===== config.mk =====
export PLATFORM = sky130hd
export DESIGN_NAME = uart_send_flat
export DESIGN_NICKNAME = d
export VERILOG_FILES = /design/src/rtl/uart_pkg.sv /design/src/rtl/uart_send_if.sv /design/src/rtl/uart_bps_tick.sv /design/src/rtl/uart_send.sv /design/src/flat_wrapper.sv
export SDC_FILE = /design/constraint.sdc
export NUM_CORES = 1
export LEC_CHECK = 0
export BUFFER_PORTS_ARGS = -buffer_cell sky130_fd_sc_hd__buf_2
export CAP_MARGIN = 20
export CORE_UTILIZATION = 53
export DETAILED_ROUTE_END_ITERATION = 7
export GPL_ROUTABILITY_DRIVEN = 0
export HOLD_SLACK_MARGIN = 0.06
export PLACE_DENSITY = 0.74
export SETUP_SLACK_MARGIN = 0.5
export SLEW_MARGIN = 10
export SYNTH_ARGS = -nofsm -noshare
export SYNTH_HDL_FRONTEND = slang
export SYNTH_SLANG_ARGS = --single-unit

===== constraint.sdc =====
create_clock -name clk -period 1.87 [get_ports clk]
set_input_delay 0.2805 -clock clk [delete_from_list [all_inputs] [get_ports clk]]
set_output_delay 0.2805 -clock clk [all_outputs]
set_load 0.05 [all_outputs]

===== src/rtl/uart_pkg.sv =====
// Shared UART definitions: tx state encoding, bit-period computation, word size.
// UART_TX_PARITY_EN adds the PARITY state to the tx encoding.
package uart_pkg;

    localparam int DATA_BITS = 8;

    typedef enum logic [2:0] {
        TX_IDLE,
        TX_START,
        TX_DATA,
`ifdef UART_TX_PARITY_EN
        TX_PARITY,
`endif
        TX_STOP
    } tx_state_t;

    // Clocks per bit; integer division, so the real baud is rounded up slightly.
    function automatic int uart_bps_cnt(input int clk_freq, input int uart_bps);
        return clk_freq / uart_bps;
    endfunction

endpackage


===== src/rtl/uart_send_if.sv =====
// Transmit request / status bundle between the on-chip producer and uart_send.
interface uart_send_if;
    import uart_pkg::*;

    logic                 send_en;
    logic [DATA_BITS-1:0] send_data;
    logic                 uart_txd;
    logic                 uart_busy;
    logic                 uart_done;

    modport master (
        output send_en,
        output send_data,
        input  uart_txd,
        input  uart_busy,
        input  uart_done
    );

    modport slave (
        input  send_en,
        input  send_data,
        output uart_txd,
        output uart_busy,
        output uart_done
    );
endinterface


===== src/rtl/uart_bps_tick.sv =====
// Bit-period timer: counts 0..BPS_CNT-1 while enabled, ticks on the last count,
// and holds at zero while disabled so every bit period starts aligned.
module uart_bps_tick #(
    parameter int BPS_CNT = 5208
) (
    input  logic clk,
    input  logic rst,
    input  logic en,
    output logic tick
);
    localparam logic [15:0] CNT_LAST = 16'(BPS_CNT - 1);

    generate
        if (BPS_CNT < 2 || BPS_CNT > 65535) begin : g_bad_bps
            $fatal(1, "uart_bps_tick: BPS_CNT=%0d outside 2..65535", BPS_CNT);
        end
    endgenerate

    logic [15:0] clk_cnt_reg;

    always_ff @(posedge clk or posedge rst) begin
        if (rst) begin
            clk_cnt_reg <= 16'd0;
        end else if (!en || clk_cnt_reg == CNT_LAST) begin
            clk_cnt_reg <= 16'd0;
        end else begin
            clk_cnt_reg <= clk_cnt_reg + 16'd1;
        end
    end

    assign tick = en && (clk_cnt_reg == CNT_LAST);

endmodule


===== src/rtl/uart_send.sv =====
// UART transmitter: one byte per request, 8N1 frames (8E1 when UART_TX_PARITY_EN
// is defined), with registered txd/busy/done outputs.
module uart_send
    import uart_pkg::*;
#(
    parameter int CLK_FREQ = 50000000,
    parameter int UART_BPS = 9600
) (
    input  logic       clk,
    input  logic       rst,
    uart_send_if.slave tx
);
    localparam int BPS_CNT = uart_bps_cnt(CLK_FREQ, UART_BPS);

    tx_state_t            state_reg, state_next;
    logic [3:0]           bit_cnt_reg, bit_cnt_next;
    logic [DATA_BITS-1:0] shift_reg, shift_next;
    logic                 txd_reg, txd_next;
    logic                 busy_reg, busy_next;
    logic                 done_reg, done_next;
    logic                 bit_tick;

`ifdef UART_TX_PARITY_EN
    logic                 parity_reg, parity_next;
`endif

    uart_bps_tick #(.BPS_CNT(BPS_CNT)) u_bps_tick (
        .clk  (clk),
        .rst  (rst),
        .en   (state_reg != TX_IDLE),
        .tick (bit_tick)
    );

    always_ff @(posedge clk or posedge rst) begin
        if (rst) begin
            state_reg   <= TX_IDLE;
            bit_cnt_reg <= 4'd0;
            shift_reg   <= '0;
            txd_reg     <= 1'b1;
            busy_reg    <= 1'b0;
            done_reg    <= 1'b0;
`ifdef UART_TX_PARITY_EN
            parity_reg  <= 1'b0;
`endif
        end else begin
            state_reg   <= state_next;
            bit_cnt_reg <= bit_cnt_next;
            shift_reg   <= shift_next;
            txd_reg     <= txd_next;
            busy_reg    <= busy_next;
            done_reg    <= done_next;
`ifdef UART_TX_PARITY_EN
            parity_reg  <= parity_next;
`endif
        end
    end

    // txd_next is the level of the bit that starts on the coming edge, so the
    // pin comes straight from a flop and never glitches.
    always_comb begin
        state_next   = state_reg;
        bit_cnt_next = bit_cnt_reg;
        shift_next   = shift_reg;
        txd_next     = txd_reg;
        done_next    = 1'b0;
`ifdef UART_TX_PARITY_EN
        parity_next  = parity_reg;
`endif
        case (state_reg)
            TX_IDLE: begin
                txd_next = 1'b1;
                if (tx.send_en) begin
                    state_next   = TX_START;
                    bit_cnt_next = 4'd0;
                    shift_next   = tx.send_data;
                    txd_next     = 1'b0;
`ifdef UART_TX_PARITY_EN
                    parity_next  = ^tx.send_data;
`endif
                end
            end
            TX_START: begin
                if (bit_tick) begin
                    state_next   = TX_DATA;
                    bit_cnt_next = 4'd0;
                    txd_next     = shift_reg[0];
                end
            end
            TX_DATA: begin
                if (bit_tick) begin
                    if (bit_cnt_reg == 4'(DATA_BITS - 1)) begin
                        bit_cnt_next = 4'd0;
`ifdef UART_TX_PARITY_EN
                        state_next   = TX_PARITY;
                        txd_next     = parity_reg;
`else
                        state_next   = TX_STOP;
                        txd_next     = 1'b1;
`endif
                    end else begin
                        bit_cnt_next = bit_cnt_reg + 4'd1;
                        shift_next   = shift_reg >> 1;
                        txd_next     = shift_reg[1];
                    end
                end
            end
`ifdef UART_TX_PARITY_EN
            TX_PARITY: begin
                if (bit_tick) begin
                    state_next = TX_STOP;
                    txd_next   = 1'b1;
                end
            end
`endif
            TX_STOP: begin
                txd_next = 1'b1;
                if (bit_tick) begin
                    state_next = TX_IDLE;
                    done_next  = 1'b1;
                end
            end
            default: begin
                state_next = TX_IDLE;
                txd_next   = 1'b1;
            end
        endcase
        busy_next = (state_next != TX_IDLE);
    end

    assign tx.uart_txd  = txd_reg;
    assign tx.uart_busy = busy_reg;
    assign tx.uart_done = done_reg;

endmodule


===== src/flat_wrapper.sv =====
// flat-port wrapper written by rule: the top's interface ports become plain ports
module uart_send_flat import uart_pkg::*;
#(
    parameter int CLK_FREQ = 50000000,
    parameter int UART_BPS = 9600
)
  (clk, rst, tx_send_en, tx_send_data, tx_uart_txd, tx_uart_busy, tx_uart_done);
  uart_send_if tx_i ();
  input  logic clk;
  input  logic rst;
  input wire logic [$bits(tx_i.send_en)-1:0] tx_send_en;
  input wire logic [$bits(tx_i.send_data)-1:0] tx_send_data;
  output wire logic [$bits(tx_i.uart_txd)-1:0] tx_uart_txd;
  output wire logic [$bits(tx_i.uart_busy)-1:0] tx_uart_busy;
  output wire logic [$bits(tx_i.uart_done)-1:0] tx_uart_done;
  assign tx_i.send_en = tx_send_en;
  assign tx_i.send_data = tx_send_data;
  assign tx_uart_txd = tx_i.uart_txd;
  assign tx_uart_busy = tx_i.uart_busy;
  assign tx_uart_done = tx_i.uart_done;
  uart_send #(.CLK_FREQ(CLK_FREQ), .UART_BPS(UART_BPS)) u_core (.clk(clk), .rst(rst), .tx(tx_i));
endmodule

==> flow_metrics.py <==
metrics = {
    "pwr": {
        "vdd_drop_max_mv": 0.678,
        "pwr_density_cell_nw_per_um2": 691,
        "p_leak_nw": 1.04,
        "totalPowerFinal_mw": 1.71,
    },
    "place": {
        "dp_hpwl_um": 2900,
        "port_buffers": 13,
        "postPlaceCellArea_um2": 2050,
    },
    "logic_synthesis": {
        "yosysWarningCount": 0,
        "syn_area_um2": 1820,
        "synthArstFlopShare_pct": 100,
        "synth_edf_count": 0,
        "netlist_instances": 191,
        "synth_area_leader_cell": "dfrtp_1",
        "synthFlopType": "dfrtp_1",
        "ys_seq_area_share_pct": 46.7,
        "synth.top_cell.area_share_pct": 45.3,
        "synth_cell_types": 49,
        "syn_avg_cell_area_um2": 9.54,
        "synthTopCellsByArea": "dfrtp_1 45%, nor2_1 5.6%, xnor2_1 5.3%",
        "synth_nets": 204,
        "ys_ff_latch": 34,
    },
    "floorplanning": {
        "std_cell_rows": 20,
        "initial_core_util_pct": 57.8,
        "placeableCoreArea_um2": 3150,
        "num_io_pins": 14,
        "fp.dieW_um": 60.7,
        "fp.dieArea_um2": 3680,
        "die-height_um": 60.7,
    },
    "final_layout": {
        "drive_gt1_share_pct": 37.2,
        "final_common_cell": "dfrtp_1",
        "nNetsFinal": 251,
        "final_cell_mix": "33 x dfrtp_1, 26 x buf_4, 15 x inv_1, 13 x nor2_1",
        "fin_area_um2": 2480,
        "area_delta_synth_final_pct": 36.1,
        "largest_reg_flops": 16,
        "antenna_cells": 0,
    },
    "min_path": {
        "hp-class": "in2reg",
        "hold-path-cell-count": 3,
        "min_from": "tx_send_data[7]",
        "hold_end": "u_core.shift_reg[7]$_DFFE_PP0P_",
    },
    "sta": {
        "fin_setup_tns_ns": 0,
        "final.min_clock_period_ns": 1.82,
        "finClkSkew_ns": 0.0182,
        "fmax_ghz": 0.548,
        "holdWs_ns": 0.261,
        "hold_viol_final": 0,
        "finalSetupViolCount": 0,
        "fin_crit_sh_pct": 97.6,
        "rsz0062_at_grt": "yes",
        "drv_slew": 0,
    },
    "route": {
        "routed_via_density": 6.00,
        "routed_wirelength_um": 4970,
        "drc": 0,
        "wl_per_cell_um": 17.6,
        "vias": 1698,
        "drt_iter0_markers": 135,
        "firstDrtPassIters": 5,
        "ant_nets": 0,
    },
    "global_route": {
        "grt_pass1_wl_um": 7560,
        "grt_max_degree": 35,
        "overflow": 0,
        "grt.total_usage_pct": 28.5,
        "grt_pass1_vias": 1650,
        "antenna_found_initial": 0,
    },
    "clock_tree": {
        "root_buffer": "clkbuf_4",
        "htreeDepth": 2,
        "cts.sinks": 34,
        "numCtsBuffers": 5,
        "cts_tree": "built",
        "cts_buffer_depth": 2,
        "clock_latency_ns": 0.36,
        "clk_pin_slew_ns": 0.11,
    },
    "run": {
        "max_cap_violations": 0,
    },
    "worst_setup_path": {
        "path_max_fanout": 4,
        "r2r-start": "u_core.u_bps_tick.clk_cnt_reg[13]$_DFF_PP0_",
        "critPathLaunchType": "flip-flop",
        "crit_type": "reg2reg",
        "worst_r2r_endpoint": "u_core.tx.uart_txd$_DFFE_PP1P_",
        "cp-end-kind": "flip-flop",
        "worstPathArrival_ns": 2.11,
        "ff2ff_path_depth": 5,
        "required_ns": 2.16,
        "reg2reg_slack_ns": 0.05,
    },
    "status": {
        "status": "finished clean",
    },
}
-- repair_timing --
| item | 4_1_cts | 5_1_grt |
|---|---|---|
| resized for setup | 16 | 24 |
| endpoints found under the hold margin | 33 | 0 |
| pin swaps | 5 | 2 |
| endpoints found under the setup margin | 34 | 34 |
| setup buffers | 13 | 7 |
| hold buffers | 1 | 0 |
| gates cloned | 1 | 0 |
-- area by class of cell --
type                       count  area (µm²)
clock buffer                   5        37.5
clock inverter                 3        45.0
fill                         212         672
inverter                      15        56.3
multi-input combinational    133        1020
sequential                    34         852
tap                           44        55.1
timing repair buffer          49         415
-- Yosys cell counts, drive strengths merged, types with 2 or more instances --
cell     n
dfrtp   33
nor2    27
inv     15
xnor2   11
nand3    8
nor3     8
a31oi    7
nand4    7
o22a     7
nor4     6
o21ai    6
clkbuf   5
nand2    5
a21oi    4
buf      4
or3      4
or2      3
xor2     3
a21o     2
ha       2
nor3b    2
nor4bb   2
or4      2
-- metal layers --
metal	global-route usage [%]	wire, µm	part of all wire, %
met5	0	0	0
met4	13.6	127	2.6
met2	48.4	2520	51
met3	7.04	321	6.5
met1	34.1	2000	40
-- cell families after synthesis --
family | Yosys count | share of synthesized area, %
compound gates | 33 | 12.8
xor+xnor | 14 | 6.73
fa+ha+maj | 2 | 1.37
buf+inv | 24 | 5.70
flops | 34 | 46.7
mux | 2 | 1.17
other cells | 1 | 0.206
simple gates | 81 | 25.3
-- worst max-delay path: stages, from the launching register on --
cell and delay (ns):
dfrtp_1 0.41, or4_4 0.55, nor4_4 0.19, buf_4 0.19, or2_4 0.13, mux2_4 0.29
-- how the worst max path moves through the flow --
| stage | startpoint | endpoint | slack (ns) | cells after the start |
|---|---|---|---|---|
| 2_1_floorplan | u_core.u_bps_tick.clk_cnt_reg[9]$_DFF_PP0_ | u_core.tx.uart_txd$_DFFE_PP1P_ | 0.12 | 4 |
| 5_1_grt | u_core.u_bps_tick.clk_cnt_reg[13]$_DFF_PP0_ | u_core.tx.uart_txd$_DFFE_PP1P_ | -0.006 | 5 |
| 4_1_cts | u_core.u_bps_tick.clk_cnt_reg[13]$_DFF_PP0_ | u_core.tx.uart_txd$_DFFE_PP1P_ | 0.10 | 5 |
| 3_5_place_dp | u_core.bit_cnt_reg[0]$_DFFE_PP0P_ | u_core.shift_reg[7]$_DFFE_PP0P_ | 0.001 | 5 |
| 3_3_place_gp | u_core.bit_cnt_reg[0]$_DFFE_PP0P_ | u_core.shift_reg[7]$_DFFE_PP0P_ | 0.09 | 5 |
| 6_report | u_core.u_bps_tick.clk_cnt_reg[13]$_DFF_PP0_ | u_core.tx.uart_txd$_DFFE_PP1P_ | 0.05 | 5 |
-- report_power, final --
| group | internal, mW | total, mW | switching (mW) |
|---|---|---|---|
| sequential | 0.792 | 0.843 | 0.0513 |
| clock | 0.280 | 0.552 | 0.272 |
| combinational | 0.165 | 0.319 | 0.154 |
-- stage by stage --
step | instances | setup WS, ns | utilization [%]
2_1_floorplan | 191 | 0.122 | -
6_report | 283 | 0.0451 | 78.7
3_5_place_dp | 253 | 0.00119 | 65.0
5_1_grt | 283 | -0.00560 | 78.7
4_1_cts | 276 | 0.102 | 73.8
3_3_place_gp | 253 | 0.0866 | 65.0
Power figures use the tool's default switching activity.
